$ cat config.mk
export PLATFORM = sky130hd
export DESIGN_NAME = gt_victim_buffer_flat
export DESIGN_NICKNAME = d
export VERILOG_FILES = /design/src/rtl/gt_victim_buffer_if.sv /design/src/rtl/gt_victim_buffer.sv /design/src/flat_wrapper.sv
export SDC_FILE = /design/constraint.sdc
export NUM_CORES = 2
export LEC_CHECK = 0
export CAP_MARGIN = 5
export CORE_ASPECT_RATIO = 2
export CORE_MARGIN = 2
export CORE_UTILIZATION = 55
export CTS_BUF_LIST = sky130_fd_sc_hd__clkbuf_8
export CTS_CLUSTER_SIZE = 8
export DETAILED_ROUTE_END_ITERATION = 7
export GPL_ROUTABILITY_DRIVEN = 0
export PLACE_DENSITY_LB_ADDON = 0.3
export SYNTH_ARGS = -nofsm -noshare
export SYNTH_HDL_FRONTEND = slang
export SYNTH_SLANG_ARGS = --single-unit
$ cat constraint.sdc
create_clock -name CLK -period 75.7 [get_ports CLK]
set_clock_uncertainty 0.05 [all_clocks]
set_input_delay 22.71 -clock CLK [delete_from_list [all_inputs] [get_ports CLK]]
set_output_delay 22.71 -clock CLK [all_outputs]
set_load 0.01 [all_outputs]
$ cat src/rtl/gt_victim_buffer_if.sv
// Signal bundle between the L1 (master), the victim buffer (slave) and the memory write-back path.
// Handshakes: evict fires on an edge where evict_valid & evict_ready; write-back fires where wb_valid & wb_ready; lookup is a single-cycle pulse answered by lookup_done one cycle later.
interface gt_victim_buffer_if #(
  parameter int ENTRIES = 4,
  parameter int LINE_W  = 256,
  parameter int TAG_W   = 27
);
  localparam int OCC_W = $clog2(ENTRIES) + 1;

  logic              evict_valid;
  logic [TAG_W-1:0]  evict_tag;
  logic [LINE_W-1:0] evict_data;
  logic              evict_ready;
  logic              lookup_valid;
  logic [31:0]       lookup_addr;
  logic              lookup_done;
  logic              lookup_hit;
  logic [LINE_W-1:0] lookup_data;
  logic              wb_valid;
  logic [TAG_W-1:0]  wb_tag;
  logic [LINE_W-1:0] wb_data;
  logic              wb_ready;
  logic [OCC_W-1:0]  occupancy;
  logic              dbg_state;

  modport master (
    output evict_valid, evict_tag, evict_data, lookup_valid, lookup_addr, wb_ready,
    input  evict_ready, lookup_done, lookup_hit, lookup_data,
    input  wb_valid, wb_tag, wb_data, occupancy, dbg_state
  );

  modport slave (
    input  evict_valid, evict_tag, evict_data, lookup_valid, lookup_addr, wb_ready,
    output evict_ready, lookup_done, lookup_hit, lookup_data,
    output wb_valid, wb_tag, wb_data, occupancy, dbg_state
  );
endinterface

$ cat src/rtl/gt_victim_buffer.sv
// Fully-associative victim buffer behind a direct-mapped L1: captures evicted lines,
// returns them on L1-miss lookups, and pushes the oldest line to memory when full.
module gt_victim_buffer #(
  parameter int ENTRIES = 4,
  parameter int LINE_W  = 256,
  parameter int TAG_W   = 27
) (
  input logic CLK,
  input logic RST_N,
  gt_victim_buffer_if.slave bus
);
  localparam int IDX_W = $clog2(ENTRIES);
  localparam int OCC_W = IDX_W + 1;
  localparam logic [0:0] ST_IDLE = 1'b0;
  localparam logic [0:0] ST_WB   = 1'b1;

  logic [0:0]        state_q, state_d;
  logic [ENTRIES-1:0] valid_q, valid_d;
  logic [TAG_W-1:0]  tag_q  [ENTRIES];
  logic [TAG_W-1:0]  tag_d  [ENTRIES];
  logic [LINE_W-1:0] data_q [ENTRIES];
  logic [LINE_W-1:0] data_d [ENTRIES];
  logic [IDX_W-1:0]  ins_ptr_q, ins_ptr_d;
  logic [TAG_W-1:0]  wb_tag_q, wb_tag_d;
  logic [LINE_W-1:0] wb_data_q, wb_data_d;
  logic              lk_done_q, lk_done_d;
  logic              lk_hit_q, lk_hit_d;
  logic [LINE_W-1:0] lk_data_q, lk_data_d;

  logic [TAG_W-1:0]  lk_tag;
  logic              lk_match, ev_match;
  logic [IDX_W-1:0]  lk_idx, ev_idx, free_idx;
  logic [OCC_W-1:0]  occ;
  logic              full, evict_ready, ev_fire;
  logic              unused_addr_bits;

  assign lk_tag           = bus.lookup_addr[31 -: TAG_W];
  assign unused_addr_bits = ^bus.lookup_addr[4:0];
  assign full             = &valid_q;
  // Ready is gated by reset so no evict or write-back can complete during a reset cycle.
  assign evict_ready      = RST_N && (state_q == ST_IDLE);
  assign ev_fire          = bus.evict_valid && evict_ready;

  always_comb begin
    lk_match = 1'b0;
    lk_idx   = '0;
    ev_match = 1'b0;
    ev_idx   = '0;
    free_idx = '0;
    occ      = '0;
    for (int i = ENTRIES - 1; i >= 0; i--) begin
      if (valid_q[i] && tag_q[i] == lk_tag) begin
        lk_match = 1'b1;
        lk_idx   = IDX_W'(i);
      end
      if (valid_q[i] && tag_q[i] == bus.evict_tag) begin
        ev_match = 1'b1;
        ev_idx   = IDX_W'(i);
      end
      if (!valid_q[i]) free_idx = IDX_W'(i);
      occ = occ + OCC_W'(valid_q[i]);
    end
  end

  always_comb begin
    state_d   = state_q;
    valid_d   = valid_q;
    tag_d     = tag_q;
    data_d    = data_q;
    ins_ptr_d = ins_ptr_q;
    wb_tag_d  = wb_tag_q;
    wb_data_d = wb_data_q;
    lk_done_d = bus.lookup_valid;
    lk_hit_d  = bus.lookup_valid && lk_match;
    lk_data_d = (bus.lookup_valid && lk_match) ? data_q[lk_idx] : '0;

    // Hit invalidates first; an insert into the same slot below re-validates it.
    if (bus.lookup_valid && lk_match) valid_d[lk_idx] = 1'b0;

    if (ev_fire) begin
      if (ev_match) begin
        data_d[ev_idx]  = bus.evict_data;
        valid_d[ev_idx] = 1'b1;
      end else if (!full) begin
        tag_d[free_idx]   = bus.evict_tag;
        data_d[free_idx]  = bus.evict_data;
        valid_d[free_idx] = 1'b1;
      end else begin
        wb_tag_d           = tag_q[ins_ptr_q];
        wb_data_d          = data_q[ins_ptr_q];
        tag_d[ins_ptr_q]   = bus.evict_tag;
        data_d[ins_ptr_q]  = bus.evict_data;
        valid_d[ins_ptr_q] = 1'b1;
        ins_ptr_d          = ins_ptr_q + 1'b1;
        state_d            = ST_WB;
      end
    end

    if (state_q == ST_WB && bus.wb_ready) state_d = ST_IDLE;
  end

  always_ff @(posedge CLK) begin
    if (!RST_N) begin
      state_q   <= ST_IDLE;
      valid_q   <= '0;
      ins_ptr_q <= '0;
      wb_tag_q  <= '0;
      wb_data_q <= '0;
      lk_done_q <= 1'b0;
      lk_hit_q  <= 1'b0;
      lk_data_q <= '0;
    end else begin
      state_q   <= state_d;
      valid_q   <= valid_d;
      ins_ptr_q <= ins_ptr_d;
      wb_tag_q  <= wb_tag_d;
      wb_data_q <= wb_data_d;
      lk_done_q <= lk_done_d;
      lk_hit_q  <= lk_hit_d;
      lk_data_q <= lk_data_d;
    end
  end

  // Line storage needs no reset; the valid bits qualify it.
  always_ff @(posedge CLK) begin
    tag_q  <= tag_d;
    data_q <= data_d;
  end

  assign bus.evict_ready = evict_ready;
  assign bus.lookup_done = lk_done_q;
  assign bus.lookup_hit  = lk_hit_q;
  assign bus.lookup_data = lk_data_q;
  assign bus.wb_valid    = RST_N && (state_q == ST_WB);
  assign bus.wb_tag      = wb_tag_q;
  assign bus.wb_data     = wb_data_q;
  assign bus.occupancy   = occ;
  assign bus.dbg_state   = state_q[0];
endmodule
$ cat src/flat_wrapper.sv
// flat-port wrapper written by rule: the top's interface ports become plain ports
module gt_victim_buffer_flat 
#(
  parameter int ENTRIES = 4,
  parameter int LINE_W  = 256,
  parameter int TAG_W   = 27
)
  (CLK, RST_N, bus_evict_valid, bus_evict_tag, bus_evict_data, bus_lookup_valid, bus_lookup_addr, bus_wb_ready, bus_evict_ready, bus_lookup_done, bus_lookup_hit, bus_lookup_data, bus_wb_valid, bus_wb_tag, bus_wb_data, bus_occupancy, bus_dbg_state);
  gt_victim_buffer_if #(.ENTRIES(ENTRIES), .LINE_W(LINE_W), .TAG_W(TAG_W)) bus_i ();
  input logic CLK;
  input logic RST_N;
  input wire logic [$bits(bus_i.evict_valid)-1:0] bus_evict_valid;
  input wire logic [$bits(bus_i.evict_tag)-1:0] bus_evict_tag;
  input wire logic [$bits(bus_i.evict_data)-1:0] bus_evict_data;
  input wire logic [$bits(bus_i.lookup_valid)-1:0] bus_lookup_valid;
  input wire logic [$bits(bus_i.lookup_addr)-1:0] bus_lookup_addr;
  input wire logic [$bits(bus_i.wb_ready)-1:0] bus_wb_ready;
  output wire logic [$bits(bus_i.evict_ready)-1:0] bus_evict_ready;
  output wire logic [$bits(bus_i.lookup_done)-1:0] bus_lookup_done;
  output wire logic [$bits(bus_i.lookup_hit)-1:0] bus_lookup_hit;
  output wire logic [$bits(bus_i.lookup_data)-1:0] bus_lookup_data;
  output wire logic [$bits(bus_i.wb_valid)-1:0] bus_wb_valid;
  output wire logic [$bits(bus_i.wb_tag)-1:0] bus_wb_tag;
  output wire logic [$bits(bus_i.wb_data)-1:0] bus_wb_data;
  output wire logic [$bits(bus_i.occupancy)-1:0] bus_occupancy;
  output wire logic [$bits(bus_i.dbg_state)-1:0] bus_dbg_state;
  assign bus_i.evict_valid = bus_evict_valid;
  assign bus_i.evict_tag = bus_evict_tag;
  assign bus_i.evict_data = bus_evict_data;
  assign bus_i.lookup_valid = bus_lookup_valid;
  assign bus_i.lookup_addr = bus_lookup_addr;
  assign bus_i.wb_ready = bus_wb_ready;
  assign bus_evict_ready = bus_i.evict_ready;
  assign bus_lookup_done = bus_i.lookup_done;
  assign bus_lookup_hit = bus_i.lookup_hit;
  assign bus_lookup_data = bus_i.lookup_data;
  assign bus_wb_valid = bus_i.wb_valid;
  assign bus_wb_tag = bus_i.wb_tag;
  assign bus_wb_data = bus_i.wb_data;
  assign bus_occupancy = bus_i.occupancy;
  assign bus_dbg_state = bus_i.dbg_state;
  gt_victim_buffer #(.ENTRIES(ENTRIES), .LINE_W(LINE_W), .TAG_W(TAG_W)) u_core (.CLK(CLK), .RST_N(RST_N), .bus(bus_i));
endmodule
Yosys cells after proc, flatten, opt, wreduce, memory -nomap -nowiden
Cells that the tools add are included.

operators by class
  add/sub/neg operators = 4
  $lt $le $gt $ge = 15
  equality and inequality tests = 8
  multiplexer cells = 59
  bitwise operators = 12
  reduce and logical (&&, ||, !) cells = 25

operators with widths
  operator                                                    number
  bitwise mux 1024 bit                                        3
  two-way mux 1024 bit                                        2
  two-way mux 256 bit                                         7
  demux 256 bit (select 2 bit)                                3
  binary-select mux 256 bit (select 2 bit)                    2
  bitwise mux 108 bit                                         2
  equality test 27 bit                                        8
  demux 27 bit (select 2 bit)                                 2
  two-way mux 108 bit                                         1
  two-way mux 27 bit                                          4
  binary-select mux 27 bit (select 2 bit)                     1
  two-way mux 2 bit                                           12
  logical AND 1 bit                                           20
  two-way mux 4 bit                                           4
  >= comparator 3 bit, second input constant                  4
  less-than comparator 2 x 3 -> 1 bit, second input constant  4
  two-way mux 1 bit                                           12
  NOT 2 -> 3 bit                                              4
  OR 4 bit                                                    3
  less-than comparator 3 x 1 -> 1 bit, second input constant  3
  demux 1 bit (select 2 bit)                                  4
  >= comparator 2 x 1 -> 1 bit, second input constant         4
  adder 3 x 1 -> 3 bit                                        2
  AND reduction 6 bit                                         1
  other kinds (8)                                             11

word-level totals
  bits in registers = 1680
  input bits = 320
  word-level logic and storage cells = 139

Longest topological paths before layout
  depth after elaboration = 17
  mapped depth = 12

Worst setup path before layout
No wires, ideal clock.

  kind = input to output
  start point = input port RST_N
  end point = output port bus_wb_valid
  arrival = 23.318 ns
  data required time = 52.940 ns
  path slack = 29.622 ns
  stages = 3
  cell sequence = clkbuf_1 > clkbuf_1 > and2_1

on the way
  cells in the longest elaborated chain, start to end = 1

RTL lines
  item               line                     source
  start, declared    flat_wrapper.sv:11       input logic RST_N;
  logical AND 1 bit  gt_victim_buffer.sv:134  assign bus.wb_valid = RST_N && (state_q == ST_WB);
  end, declared      flat_wrapper.sv:22       output wire logic [$bits(bus_i.wb_valid)-1:0] bus_wb_valid;

Every way passes these cells.

Final worst setup path
  start point = input port RST_N
  end point = output port bus_evict_ready

on the way
  cells in the longest elaborated chain, start to end = 1

RTL lines
  item               line                    source
  logical AND 1 bit  gt_victim_buffer.sv:41  assign evict_ready = RST_N && (state_q == ST_IDLE);
  end, declared      flat_wrapper.sv:18      output wire logic [$bits(bus_i.evict_ready)-1:0] bus_evict_ready;

Every way passes these cells.

==> results_dict.tcl <==
set metrics [dict create \
    syn_nets 6297 \
    rsz0062_at_grt "false" \
    post_cts_buffers 0 \
    h-tree-depth 4 \
    grt_pass1_wl_um 372000 \
    period_minus_slack_ns 47.35 \
    io_buffers 861 \
    drt-vias-per-instance 6.69 \
    cts_resized 0 \
    slew_headroom 0.150 \
    cp_top_family "buffers and inverters" \
    worstSetupPathType "in -> out" \
    ios 867 \
    cts-root-buf "clkbuf_8" \
    drive_gt1_frac 0.0984 \
    syn_to_final_growth_pct 18.4 \
    finalPower_mw 1.75 \
    path_depth 4 \
    ys_seq_elements 1680 \
    dr.pass1.iters 8 \
    p_leak_nw 32.1 \
    die_x_um 263 \
    hold_viol 0 \
    worstPathCellList "buf_8 > buf_4 > nor2b_1 > clkdlybuf4s50_1" \
    slowest_delay_ns 0.59 \
    n_fill_cell 9858 \
    yosys_warnings 0 \
    r2r_cells 8 \
    cp_slowest_cell "buf_4" \
    dieArea_um2 137000 \
    routed_wl_um 257000 \
    vdd_drop_max_uv 18.9 \
    grt_pass1_vias 55628 \
    power_density_nw_per_um2 20.0 \
    clk_latency_ns 0.96 \
    netlist.area_leader.share 0.461 \
    grt_max_degree 183 \
    dpl.hpwl_um 148000 \
    synth_edf_count 1132 \
    critPathBufInv 3 \
    fin_tns_setup_ns 0 \
    cts_made_buffers 244 \
    initial_utilization 0.552 \
    dieHeight_um 522 \
    finalSetupViolations 0 \
    fmax_mhz 21.1 \
    tightestPinTransition_ns 1.27 \
    num_vias 56980 \
    ys.flop_type "edfxtp_1" \
    cts_tree "built" \
    route.antenna.remaining_nets 0 \
    antenna_found_initial 70 \
    syn_inst 5969 \
    synth.yosys.seq_area_share 0.609 \
    critical_path_arrival_ns 24.59 \
    routedWlPerCell_um 30.2 \
    drt-initial-drc-count 7400 \
    clk_pin_slew_worst_paths_ns 0.06 \
    hold_class "reg -> reg" \
    hold_buffers 0 \
    synthTopCellsByArea "edfxtp_1, dfxtp_1, mux4_2" \
    cts_sinks 1680 \
    crit_fanout 69 \
    overflow 0 \
    synth_area_um2 73800 \
    holdPathStages 2 \
    timing.final.crit_share 0.625 \
    core_um2 134000 \
    clk_path_buf_depth 4 \
    row_count 190 \
    timing.critical_path.required_ns 52.94 \
    status "finished clean" \
    yosys.area.top_type "edfxtp_1" \
    fin_nets 6878 \
    slew_viol_final 0 \
    grt_use_total 0.363 \
    startpoint_type "primary input" \
    avgSynthCellArea_um2 12.4 \
    synth_cell_types 48 \
    drv_cap 0 \
    drc 0 \
    cp-end-kind "primary output" \
    async_flop_share 0 \
    utilization 0.654 \
]
==> path summary, 6_finish.rpt <==
| check | startpoint | to | slack, ns |
|---|---|---|---|
| max | RST_N | bus_evict_ready | 28.35 |
| min | u_core.bus.wb_data[97]$_SDFFE_PN0P_ | u_core.bus.wb_data[97]$_SDFFE_PN0P_ | 0.39 |
| max reg2reg | u_core.tag_q[6]$_DFFE_PP_ | u_core.data_q[125]$_DFFE_PP_ | 69.40 |
| min reg2reg | u_core.bus.wb_data[97]$_SDFFE_PN0P_ | u_core.bus.wb_data[97]$_SDFFE_PN0P_ | 0.39 |
==> synth_stat cells (6+ instances only) <==
cell,instances
buf_6,29
nand2_1,807
o21ai_0,46
nand4_1,325
inv_1,9
or4_1,6
buf_1,48
buf_2,53
a31oi_1,256
xnor2_1,111
edfxtp_1,1132
clkbuf_1,480
o21ai_1,239
mux4_2,283
xor2_1,105
ha_1,7
and3_1,774
dfxtp_1,548
and2_1,368
a22oi_1,256
nor4_1,35
==> cell type report <==
type	count	area [um2]	area share
clock inverters	190	835	0.00955
well taps	1728	2160	0.0248
multi-input cells	3669	26300	0.302
clock buffers	253	3480	0.0399
diodes	42	105	0.00120
repair buffers	946	9410	0.108
inverters	9	33.8	0.000387
flip-flops and latches	1680	45000	0.515
==> per-stage QoR <==
stage	worst slack, ns	cells	hold slack [ns]	instance area [um2]
after floorplan	29.62	5969	0.423	73800
after global routing	28.22	8505	0.411	87300
after detailed placement	28.31	8032	0.390	82900
final	28.35	8517	0.395	87300
after CTS	28.31	8475	0.399	87200
after global placement	28.35	8032	0.385	82900
==> kinds of logic (layout without fill, tap and decap cells) <==
logic type,count (synthesis),in the layout,synth area share
simple gates,2347,2347,0.173
other cells,0,42,0
fa+ha+maj,8,8,0.00146
xor+xnor,216,216,0.0256
buf+inv,620,1398,0.0354
compound gates,813,813,0.0687
flops,1680,1680,0.609
mux,285,285,0.0867
==> power breakdown <==
part           internal, mW  switching, mW
Clock                 0.317          0.349
Combinational        0.0393         0.0497
Sequential            0.988        0.00675
==> registers in the layout, summed over array words and instances, names as in the netlist <==
name,cells
u_core.data_q,1024
u_core.bus.lookup_done,1
u_core.valid_q,4
u_core.ins_ptr_q,2
u_core.bus.wb_data,256
u_core.tag_q,108
u_core.bus.lookup_hit,1
u_core.bus.lookup_data,256
u_core.bus.wb_tag,27
u_core.bus.dbg_state,1
==> routing by layer <==
layer,global-route usage,share of wire
met3,0.126,0.14
met5,0,0.0015
met4,0.173,0.052
met1,0.431,0.33
met2,0.593,0.48
==> worst register-to-register path, stage by stage (launching register included) <==
cell and delay, ns:
edfxtp_1 0.45, xor2_1 0.19, nor4_1 0.97, nand4_1 0.80, a21oi_4 0.35, buf_4 0.49
and3_4 0.71, buf_4 0.86, buf_4 0.94
==> cells in the final DEF, fill, tap and decap left out, types with 3 or more instances in the layout <==
master           synthesis  final
dfxtp_1                548    546
bufinv_16                0      3
edfxtp_1              1132   1132
o21a_1                   3      3
a22oi_1                256    256
buf_4                    1     73
or4_1                    6      6
clkbuf_8                 0    253
a31oi_1                256    256
xor2_1                 105    105
clkdlybuf4s50_1          0    860
buf_12                   0     12
nor4b_1                  4      4
inv_1                    9    188
mux4_2                 283    283
o21ai_1                239    239
and2_1                 368    365
o21ai_0                 46     45
nand2_1                807    807
ha_1                     7      7
a21boi_0                 4      3
xnor2_1                111    111
nand4_1                325    325
nand3_1                  3      3
and2_4                   0      3
diode_2                  0     42
and3_1                 774    768
nor4_1                  35     35
and3_4                   0      4
and4_1                   3      3
(Power assumes the default switching activity.)
